### config.mk
export PLATFORM = sky130hd
export DESIGN_NAME = r2r_dac_sched
export DESIGN_NICKNAME = d
export VERILOG_FILES = /design/src/rtl/r2r_dac_sched.sv
export SDC_FILE = /design/constraint.sdc
export NUM_CORES = 1
export LEC_CHECK = 0
export CORE_ASPECT_RATIO = 2
export CORE_MARGIN = 4
export CORE_UTILIZATION = 45
export CTS_CLUSTER_SIZE = 28
export DETAILED_ROUTE_END_ITERATION = 10
export GPL_TIMING_DRIVEN = 0
export PLACE_DENSITY = 0.69
export SLEW_MARGIN = 20
export SYNTH_ARGS = -nofsm -noshare
export SYNTH_HDL_FRONTEND = slang
export SYNTH_SLANG_ARGS = --single-unit
export TNS_END_PERCENT = 10
### constraint.sdc
create_clock -name clk -period 5.04 [get_ports clk]
set_clock_uncertainty 0.15 [all_clocks]
set_input_delay 1.512 -clock clk [delete_from_list [all_inputs] [get_ports clk]]
set_output_delay 1.512 -clock clk [all_outputs]
set_load 0.005 [all_outputs]
### src/rtl/r2r_dac_sched.sv
// rtl/r2r_dac_sched.sv - round-robin code scheduler with slew limit and settle hold in front of the r2r_dac ladder
module r2r_dac_sched #(
    parameter int WIDTH        = 8,
    parameter int NREQ         = 2,
    parameter int DIV_W        = 16,
    parameter int MAX_STEP     = 16,
    parameter int SETTLE_TICKS = 2,
    localparam int GW          = (NREQ > 1) ? $clog2(NREQ) : 1
) (
    input  logic                  clk,
    input  logic                  rst,
    input  logic                  en_i,
    input  logic [DIV_W-1:0]      div_i,
    input  logic [NREQ-1:0]       req_valid_i,
    input  logic [NREQ*WIDTH-1:0] req_code_i,
    output logic [NREQ-1:0]       req_ready_o,
    output logic [WIDTH-1:0]      dig_o,
    output logic [GW-1:0]         grant_id_o,
    output logic                  busy_o,
    output logic                  done_o
);

    localparam int SW      = (SETTLE_TICKS > 1) ? $clog2(SETTLE_TICKS) : 1;
    localparam int SLAST_I = (SETTLE_TICKS > 0) ? SETTLE_TICKS - 1 : 0;
    localparam logic [SW-1:0]  SLAST = SLAST_I[SW-1:0];
    localparam logic [WIDTH:0] STEP  = MAX_STEP[WIDTH:0];

    typedef enum logic [1:0] {
        S_IDLE   = 2'd0,
        S_RAMP   = 2'd1,
        S_SETTLE = 2'd2
    } state_t;

    state_t           state_q, state_d;
    logic [WIDTH-1:0] dig_q, dig_d;
    logic [WIDTH-1:0] target_q, target_d;
    logic [GW-1:0]    grant_q, grant_d;
    logic [GW-1:0]    ptr_q, ptr_d;
    logic [DIV_W-1:0] cnt_q, cnt_d;
    logic [SW-1:0]    scnt_q, scnt_d;
    logic             done_q, done_d;

    logic             busy_st;
    logic             tick;
    logic             found;
    logic [GW-1:0]    g_sel;
    logic [WIDTH:0]   t_ext;
    logic [WIDTH:0]   d_ext;
    logic [WIDTH:0]   diff;

    always_ff @(posedge clk) begin
        if (rst) begin
            state_q  <= S_IDLE;
            dig_q    <= '0;
            target_q <= '0;
            grant_q  <= '0;
            ptr_q    <= '0;
            cnt_q    <= '0;
            scnt_q   <= '0;
            done_q   <= 1'b0;
        end else begin
            state_q  <= state_d;
            dig_q    <= dig_d;
            target_q <= target_d;
            grant_q  <= grant_d;
            ptr_q    <= ptr_d;
            cnt_q    <= cnt_d;
            scnt_q   <= scnt_d;
            done_q   <= done_d;
        end
    end

    always_comb begin
        state_d     = state_q;
        dig_d       = dig_q;
        target_d    = target_q;
        grant_d     = grant_q;
        ptr_d       = ptr_q;
        cnt_d       = cnt_q;
        scnt_d      = scnt_q;
        done_d      = 1'b0;
        req_ready_o = '0;
        found       = 1'b0;
        g_sel       = '0;

        // First valid requester at or after the round-robin pointer, cyclically.
        for (int i = 0; i < NREQ; i++) begin
            if (!found && req_valid_i[(int'(ptr_q) + i) % NREQ]) begin
                found = 1'b1;
                g_sel = GW'((int'(ptr_q) + i) % NREQ);
            end
        end

        busy_st = (state_q != S_IDLE);
        tick    = en_i && busy_st && (cnt_q >= div_i);
        if (en_i && busy_st) begin
            cnt_d = tick ? '0 : cnt_q + 1'b1;
        end

        t_ext = {1'b0, target_q};
        d_ext = {1'b0, dig_q};
        diff  = (t_ext >= d_ext) ? (t_ext - d_ext) : (d_ext - t_ext);

        unique case (state_q)
            S_IDLE: begin
                // Ready is masked during reset so no requester sees a false accept.
                if (en_i && found && !rst) begin
                    req_ready_o[g_sel] = 1'b1;
                    target_d = req_code_i[g_sel*WIDTH +: WIDTH];
                    grant_d  = g_sel;
                    ptr_d    = (int'(g_sel) == NREQ - 1) ? '0 : g_sel + 1'b1;
                    cnt_d    = '0;
                    state_d  = S_RAMP;
                end
            end
            S_RAMP: begin
                if (tick) begin
                    if (MAX_STEP == 0 || diff <= STEP) begin
                        dig_d   = target_q;
                        scnt_d  = '0;
                        state_d = S_SETTLE;
                    end else if (t_ext > d_ext) begin
                        dig_d = dig_q + STEP[WIDTH-1:0];
                    end else begin
                        dig_d = dig_q - STEP[WIDTH-1:0];
                    end
                end
            end
            S_SETTLE: begin
                if (en_i) begin
                    if (SETTLE_TICKS == 0) begin
                        done_d  = 1'b1;
                        state_d = S_IDLE;
                    end else if (tick) begin
                        if (scnt_q == SLAST) begin
                            done_d  = 1'b1;
                            state_d = S_IDLE;
                        end else begin
                            scnt_d = scnt_q + 1'b1;
                        end
                    end
                end
            end
            default: begin
                state_d = S_IDLE;
            end
        endcase
    end

    assign dig_o      = dig_q;
    assign grant_id_o = grant_q;
    assign busy_o     = (state_q != S_IDLE);
    assign done_o     = done_q;

endmodule

==> results, run 1 <==
- Headroom to the max-slew limit came out at 59.8%.
- The slack of the critical path is 0.0800 ns.
- The synthesized design contains 0 enable-type register cells.
- The clock transition at the registers of the reported paths is 0.06 ns.
- Fill cells in the final layout number 629.
- The total die area is 8160 sq um.
- The combinational family with the most area after synthesis is compound AO/OA/AOI/OAI gates.
- The worst flop-to-flop path startpoint is dig_o[4].
- Static timing analysis puts the maximum clock frequency at 202 MHz.
- For the pin with the worst max-slew slack, the measured transition is 0.587 ns.
- The first global-routing pass estimated 13.2 mm of wire.
- The clock reaches the later pin of the worst-skew pair after 0.29 ns.
- The number of primary I/O pins is 50.
- Averaged over all synthesized cells, the footprint is 8.07 sq um.
- Measured along the y axis, the die boundary spans 124 microns.
- The TritonCTS clock tree is yes.
- The worst setup path is captured at an output pin.
- Relative to the synthesized area, the layout overhead comes to 26.8%.
- The longest clock path from root to sink contains 2 buffers.
- Entering global routing, the biggest net connects 13 pins.
- The register-to-register setup slack is 1.40 ns.
- The count of non-filler cells in the finished layout is 518.
- The CTS sink count is 38.
- The all-layer global routing usage is 21.1%.
- The post-synthesis share of cell area spent on xor and xnor gates is 6.68%.
- The critical path is of the in -> out type.
- The final-report max-slew violation count was 0.
- After synthesis the netlist holds a flip-flop and latch count of 38.
- In this run the worst setup path terminates at req_ready_o[1].
- The total negative setup slack is 0 ns.
- By area the synthesized netlist is led by sky130_fd_sc_hd__dfxtp_1 (25%), sky130_fd_sc_hd__ha_1 (15%), sky130_fd_sc_hd__nor2_1 (5.8%), sky130_fd_sc_hd__inv_1 (4.9%), sky130_fd_sc_hd__xor2_1 (4.4%).
- After detailed routing, the number of remaining DRC violations is 0.
- The sort of element at the start of the critical path is an input port.
- The leading area contributor after synthesis is sky130_fd_sc_hd__dfxtp_1.
- The number of maximum-capacitance constraint violations is 0.
- The pre-antenna-repair detailed-routing pass consisted of 6 iterations.
- Setup repair after global routing left no endpoint under its margin.
- In the routed layout, each cell is associated on average with a via count of 5.54.
- The number of hold violations in the final report came to 0.
- Summing the areas of all and, or, nand and nor instances in the mapped netlist gives 18.3% of the synthesized area.
- IR analysis of the VDD net gives a maximum drop of 0.276 mV.
- From left edge to right edge, the die measures 65.9 microns.
- The initial antenna violation count was 0.
- After synthesis, the share of cell area in mux cells is 3.15%.
- After synthesis, the share of flip-flops with an asynchronous set or reset is 0%.
- The run finished with clean final reports.
- Timing analysis after detailed placement gives a worst setup slack of -0.542 ns.
- The Yosys step of the flow raised 0 warnings.
- The routed wire length per instance is 15.5 microns.
- The repair_antennas step left the layout with diodes totalling 0.
- The net count after synthesis is 449.
- The cell sitting at the root of the clock tree is a sky130_fd_sc_hd__clkbuf_16.
- The data arrival at the endpoint of the critical path is 3.30 ns.
- Routability-driven placement finished with a final weighted congestion of 0.843.
- The area of the mapped netlist is 3020 sq um.
- The worst hold path passes through 2 cells.
- STA puts the critical path data required time at 3.38 ns.
- TritonCTS created 5 clock buffers.
- The synthesized instance count is 374.
- After clock tree synthesis, the flow added hold-fix buffers numbering 0.
- The final wirelength is 8.01 mm.
- After detailed placement, the design holds a cell count of 511.
- The capturing point of the worst reg2reg path is dig_o[7].
- The number of global-route vias before repair is 3033.
- The clock tree synthesis step divided the H-tree into 2 levels.
- The synthesized-area fraction occupied by ao, oa, aoi and oai cells is 22.1%.
- After layout, the worst path uses 98.4% of the clock period.
- For this run the aggregate overflow at the end of global routing stands at 0.
- The placeable core region is 6570 sq um.
- Hold is met by 0.350 ns.
- The highest fanout seen on the critical path is 5.
- The most instantiated flip-flop cell in the synthesis netlist is sky130_fd_sc_hd__dfxtp_1.
- The final-stage net count is 504.
- For this run, the register share of the synthesized area comes to 25.2%.
- The floorplan has 42 rows.
- The overall via count from detail_route is 2871.
- The most used standard cell by instance count after synthesis is sky130_fd_sc_hd__nor2_1.
- The top cell type by area accounts for 25.2% of the synthesized area.
- The finished layout cell area is 3820 sq um.
- The number of distinct library cells after synthesis is 58.
- The residual antenna-violating net count after detailed routing is 0.
- Summing all placed instances gives a cell area of 3620 sq um.
- The proportion of layout cells with a drive suffix above 1 is 7.91%.
- Sorting the synthesized cells by how often they occur yields sky130_fd_sc_hd__nor2_1 (47), sky130_fd_sc_hd__inv_1 (39), sky130_fd_sc_hd__dfxtp_1 (38), sky130_fd_sc_hd__ha_1 (35).
- The number of failing setup endpoints in the final timing report is 0.
- Once detailed placement completed, the half-perimeter wirelength came to 6.64 mm.
- Subtracting the final worst setup slack from the clock period gives 4.96 ns.
- The adder-cell share of the synthesized area is 16.5%.
- The min-delay analysis places its worst path in the category reg -> reg.
- The first routing iteration left 157 violations.
- The length in cells of the worst reg-to-reg path is 15.
- Dividing total power by cell area gives a power density of 253 nW/um^2.
- For this configuration, the core starts out at a cell density of 45.9%.
- The critical path launch point is rst.
- The count of port buffers added during placement is 49.
- Summed over all cells, the static leakage comes to 1.61 nW.
sequential cells by signal, summed over array words and instances, names as in the netlist:
name	cells
state_q	2
cnt_q	16
target_q	8
done_o	1
dig_o	8
grant_id_o	1
scnt_q	1
ptr_q	1
cells in the final DEF (no fill, tap or decap), types with 2 or more instances in the layout:
cell type and count:
sky130_fd_sc_hd__o22ai_1 2, sky130_fd_sc_hd__clkbuf_1 3, sky130_fd_sc_hd__xor2_1 15, sky130_fd_sc_hd__and2_1 4, sky130_fd_sc_hd__buf_6 3, sky130_fd_sc_hd__buf_2 3
sky130_fd_sc_hd__nand2_1 18, sky130_fd_sc_hd__a21oi_1 18, sky130_fd_sc_hd__a31oi_1 4, sky130_fd_sc_hd__o21a_1 2, sky130_fd_sc_hd__o2111ai_1 6, sky130_fd_sc_hd__o31ai_1 4
sky130_fd_sc_hd__clkbuf_16 5, sky130_fd_sc_hd__bufinv_16 2, sky130_fd_sc_hd__nor2b_1 2, sky130_fd_sc_hd__nand3_1 13, sky130_fd_sc_hd__fa_1 3, sky130_fd_sc_hd__and3_1 5
sky130_fd_sc_hd__nor3_1 4, sky130_fd_sc_hd__o21ai_0 15, sky130_fd_sc_hd__inv_1 39, sky130_fd_sc_hd__nand2b_1 7, sky130_fd_sc_hd__nand4_1 11, sky130_fd_sc_hd__nor2_1 47
sky130_fd_sc_hd__a211oi_1 13, sky130_fd_sc_hd__a21o_1 5, sky130_fd_sc_hd__o21a_2 2, sky130_fd_sc_hd__o21ai_1 2, sky130_fd_sc_hd__dfxtp_1 38, sky130_fd_sc_hd__mux2i_1 8
sky130_fd_sc_hd__xnor2_1 8, sky130_fd_sc_hd__a21oi_2 4, sky130_fd_sc_hd__clkdlybuf4s50_1 49, sky130_fd_sc_hd__ha_1 35, sky130_fd_sc_hd__buf_4 4
metrics by stage:
step	total power [mW]	util, %
floorplan	0.473	-
global placement	0.544	55.1
detailed placement	0.548	55.1
CTS	0.974	58.3
global route	1.01	58.2
finish	0.969	58.2
worst min path at each step:
stage          startpoint         end
2_1_floorplan      scnt_q      done_o
3_3_place_gp       scnt_q      done_o
3_5_place_dp     cnt_q[0]    cnt_q[0]
4_1_cts          cnt_q[0]    cnt_q[0]
5_1_grt        grant_id_o  grant_id_o
6_report         cnt_q[0]    cnt_q[0]
worst max-delay path: stages:
cell,delay (ns)
sky130_fd_sc_hd__clkdlybuf4s50_1,0.52
sky130_fd_sc_hd__nor3b_2,0.26
sky130_fd_sc_hd__o21ai_0,0.21
sky130_fd_sc_hd__nor2_1,0.22
sky130_fd_sc_hd__clkdlybuf4s50_1,0.57
routing by layer:
metal / wire length, microns / part of all wire, % / GRT usage (%)
met1: 2650 / 33 / 17.5
met2: 4660 / 58 / 43.2
met3: 279 / 3.5 / 2.89
met4: 419 / 5.2 / 13.8
met5: 0 / 0 / 0
report_power, final:
group / switching, mW / internal (mW) / leakage, nW / total [mW]
sequential: 0.00693 / 0.307 / 0.308 / 0.314
clock: 0.128 / 0.297 / 0.0971 / 0.425
combinational: 0.125 / 0.105 / 1.21 / 0.230
area by class of cell:
type                            instances  area [sq um]  share of cell area [%]
Clock buffer                            6           139                    3.63
Sequential cell                        38           761                    19.9
Buffer                                 13          86.3                    2.26
Clock inverter                          2          60.1                    1.57
Timing Repair Buffer                   50           498                    13.0
Inverter                               40           150                    3.93
Multi-Input combinational cell        281          2020                    52.8
Tap cell                               88           110                    2.88
cell families after synthesis:
logic type / after synthesis
simple gates: 117
compound gates: 94
buf+inv: 55
fa+ha+maj: 38
flops: 38
xor+xnor: 23
mux: 9
timing repair:
| action | in CTS | in global routing |
|---|---|---|
| pin swaps | 0 | 0 |
| endpoints found under the setup margin | 2 | 1 |
| resized for setup | 4 | 0 |
| hold endpoints to repair | 0 | 0 |
| cloned | 0 | 0 |
| setup buffers | 1 | 0 |
(Power assumes the default switching activity.)
==> inputs of run 2 (changes only) <==
--- a/config.mk
+++ b/config.mk
@@ -6,7 +6,7 @@
 export NUM_CORES = 1
 export LEC_CHECK = 0
 export CORE_ASPECT_RATIO = 2
-export CORE_MARGIN = 4
+export CORE_MARGIN = 5
 export CORE_UTILIZATION = 45
 export CTS_CLUSTER_SIZE = 28
 export DETAILED_ROUTE_END_ITERATION = 10
==> results, run 2 (same netlist as run 1, synthesis figures left out) <==
- The maximum level of the CTS H-tree is 2 (unchanged).
- The worst hold path terminates at grant_id_o.
- The required time of the worst setup path is 3.38 ns (about the same).
- The total DRC errors in the routed layout is 0 (unchanged).
- The number of detailed-route iterations in the first pass is 4 (-2).
- The largest voltage drop on the vdd net came to 0.295 mV (+7.0%).
- The per-cell via count in the routed design is 5.42 (-2.2%).
- The initial antenna violation count is 0 (unchanged).
- The final critical delay including setup and external delays was 4.95 ns (-0.00902 ns).
- The wire length of the first global-routing pass is 13.1 mm (-1.4%).
- Clock tree synthesis selected as its root buffer the cell sky130_fd_sc_hd__clkbuf_16.
- The worst setup path is of the in -> out kind.
- The capturing point of the worst reg2reg path is dig_o[7].
- The peak clock frequency supported by timing was 202 MHz (+0.18%).
- The post-cts hold buffer count came to 0 (unchanged).
- The initial core utilization was 45.9% (unchanged).
- The number of clock buffers inserted by TritonCTS was 5 (unchanged).
- The number of failing setup endpoints in the final timing report came to 0 (unchanged).
- Setup repair after global routing left no endpoint under its margin.
- The row count is 42 (unchanged).
- The top register by number of flip-flops is cnt_q.
- The worst hold path begins at grant_id_o.
- The count of port buffers added during placement is 49 (unchanged).
- The highest fanout seen on the critical path was 10 (+5).
- The number of primary I/O pins is 50 (unchanged).
- The total half-perimeter wirelength after legalization and detailed placement is 6.55 mm (-1.3%).
- The data arrival at the endpoint of the critical path was 3.29 ns (about the same).
- The headroom to the max-slew limit is 65.5% (+5.7 points).
- The number of maximum-capacitance constraint violations was 0 (unchanged).
- The worst hold slack was 0.351 ns (+0.000265 ns).
- The final-stage net count came to 505 (+0.20%).
- The power per standard cell area is 251 nW/um^2 (-1.2%).
- The leakage power summed over all cells was 1.62 nW (+0.66%).
- The signed area change from the synthesized netlist to the final layout was 26.8% (about the same).
- The worst flop-to-flop path startpoint is dig_o[4].
- The violation count after the first detailed-route iteration is 93 (-41%).
- The routed wire length per instance is 15.2 microns (-1.6%).
- The overall via count from detail_route is 2813 (-2.0%).
- The fraction of the core area covered by cells at the end of the flow came to 58.2% (about the same).
- The run finished with clean final reports.
- The height of the chip came to 126 microns (+1.6%).
- The CTS sink count is 38 (unchanged).
- The final-report max-slew violation count is 0 (unchanged).
- The clock transition at the registers of the reported paths was 0.06 ns (about the same).
- The critical path endpoint category is an output pin.
- The number of hold violations in the final report is 0 (unchanged).
- The total die area is 8540 sq um (+4.7%).
- The residual antenna-violating net count after detailed routing was 0 (unchanged).
- The classification of the worst-slack hold path is reg -> reg.
- The TritonCTS clock tree is yes.
- In the layout the commonest cells are sky130_fd_sc_hd__clkdlybuf4s50_1 (48), sky130_fd_sc_hd__nor2_1 (47), sky130_fd_sc_hd__inv_1 (39), sky130_fd_sc_hd__dfxtp_1 (38), sky130_fd_sc_hd__ha_1 (35).
- The total congestion overflow is 0 (unchanged).
- The worst setup path is launched from an input port.
- The proportion of layout cells with a drive suffix above 1 is 8.12% (+0.21 points).
- The number of global-route vias before repair is 2880 (-5.0%).
- The placeable core region was 6570 sq um (unchanged).
- The final wirelength is 7.90 mm (-1.4%).
- The slew of the pin with the lowest slew margin came to 0.517 ns (-0.0704 ns).
- The x dimension of the die is 67.9 microns (+3.0%).
- The library cell used most frequently in the layout, excluding fill and tap cells, is sky130_fd_sc_hd__clkdlybuf4s50_1.
- The placer congestion estimate was 0.874 (+3.6%).
- The worst hold path stage count came to 2 (unchanged).
- The number of inserted diodes is 0 (unchanged).
- The register-to-register setup slack is 1.43 ns (+0.03 ns).
- The all-layer global routing usage came to 19.9% (-1.2 points).
- The largest net degree at the start of global routing came to 14 (+1).
- The length in cells of the worst reg-to-reg path was 15 (unchanged).
- The maximum buffer depth of the clock tree is 2 (unchanged).
- The clock insertion delay at the later pin of the skew report is 0.29 ns (about the same).
- The share of the cycle needed by the critical path after routing is 98.2% (-0.18 points).
- The number of flip-flops under the largest register name is 16 (unchanged).
- The fill cell total of the finished layout was 617 (-1.9%).
==> run 2: changes by cell type in the layout (fill, tap and decap cells not counted), sizes merged <==
cell and change:
clkinv +1, dlymetal6s2s +1, clkdlybuf4s50 -1
==> run 2: worst max path at each step <==
stage	startpoint	end	slack (ns)	cells after the start
after floorplan	rst	req_ready_o[0]	0.80	5
after global placement	rst	req_ready_o[0]	-0.53	7
after detailed placement	rst	req_ready_o[0]	-0.49	7
after CTS	rst	req_ready_o[0]	0.05	6
after global routing	en_i	req_ready_o[0]	0.04	6
final	en_i	req_ready_o[0]	0.09	6
==> run 2: layout make-up <==
cell class                      instances  area, sq um  area share (%)
Sequential cell                        38          761            19.9
Tap cell                               88          110            2.88
Clock buffer                            5          125            3.27
Multi-Input combinational cell        281         2020            52.8
Timing Repair Buffer                   50          500            13.1
Clock inverter                          3         68.8            1.80
Buffer                                 14         91.3            2.39
Inverter                               40          150            3.92
==> run 2: stage by stage <==
step | cell area, sq um | setup WS (ns) | total power, mW | std cells | setup TNS [ns]
floorplan | 3020 | 0.799 | 0.473 | 374 | 0
global placement | 3620 | -0.533 | 0.544 | 511 | -0.567
detailed placement | 3620 | -0.494 | 0.547 | 511 | -0.581
CTS | 3820 | 0.0501 | 0.965 | 519 | 0
global route | 3830 | 0.0383 | 1.00 | 519 | 0
finish | 3830 | 0.0891 | 0.959 | 519 | 0
==> run 2: power by group <==
| group | internal (mW) | total [mW] | switching, mW |
|---|---|---|---|
| Combinational | 0.105 | 0.230 | 0.125 |
| Clock | 0.284 | 0.415 | 0.130 |
| Sequential | 0.307 | 0.314 | 0.00716 |
| Total | 0.697 | 0.959 | 0.262 |
==> run 2: what timing repair did <==
item / CTS / global route
buffers inserted: 1 / 0
pin swaps: 0 / 0
resized for setup: 4 / 1
setup endpoints to repair: 2 / 1
==> run 2: routing by layer <==
layer  part of all wire, %  vias to the layer above  track usage, %
met5                     0                        -               0
met4                   5.4                        0            12.1
met3                   2.6                       26            2.32
met2                    58                       63            38.8
met1                    34                     1299            18.0
li1                      -                     1425               -
==> run 2: critical path, stage by stage <==
cell	delay, ns
sky130_fd_sc_hd__clkdlybuf4s50_1	0.52
sky130_fd_sc_hd__nor3b_2	0.20
sky130_fd_sc_hd__o21a_2	0.18
sky130_fd_sc_hd__clkbuf_2	0.21
sky130_fd_sc_hd__and2_1	0.15
sky130_fd_sc_hd__clkdlybuf4s50_1	0.51
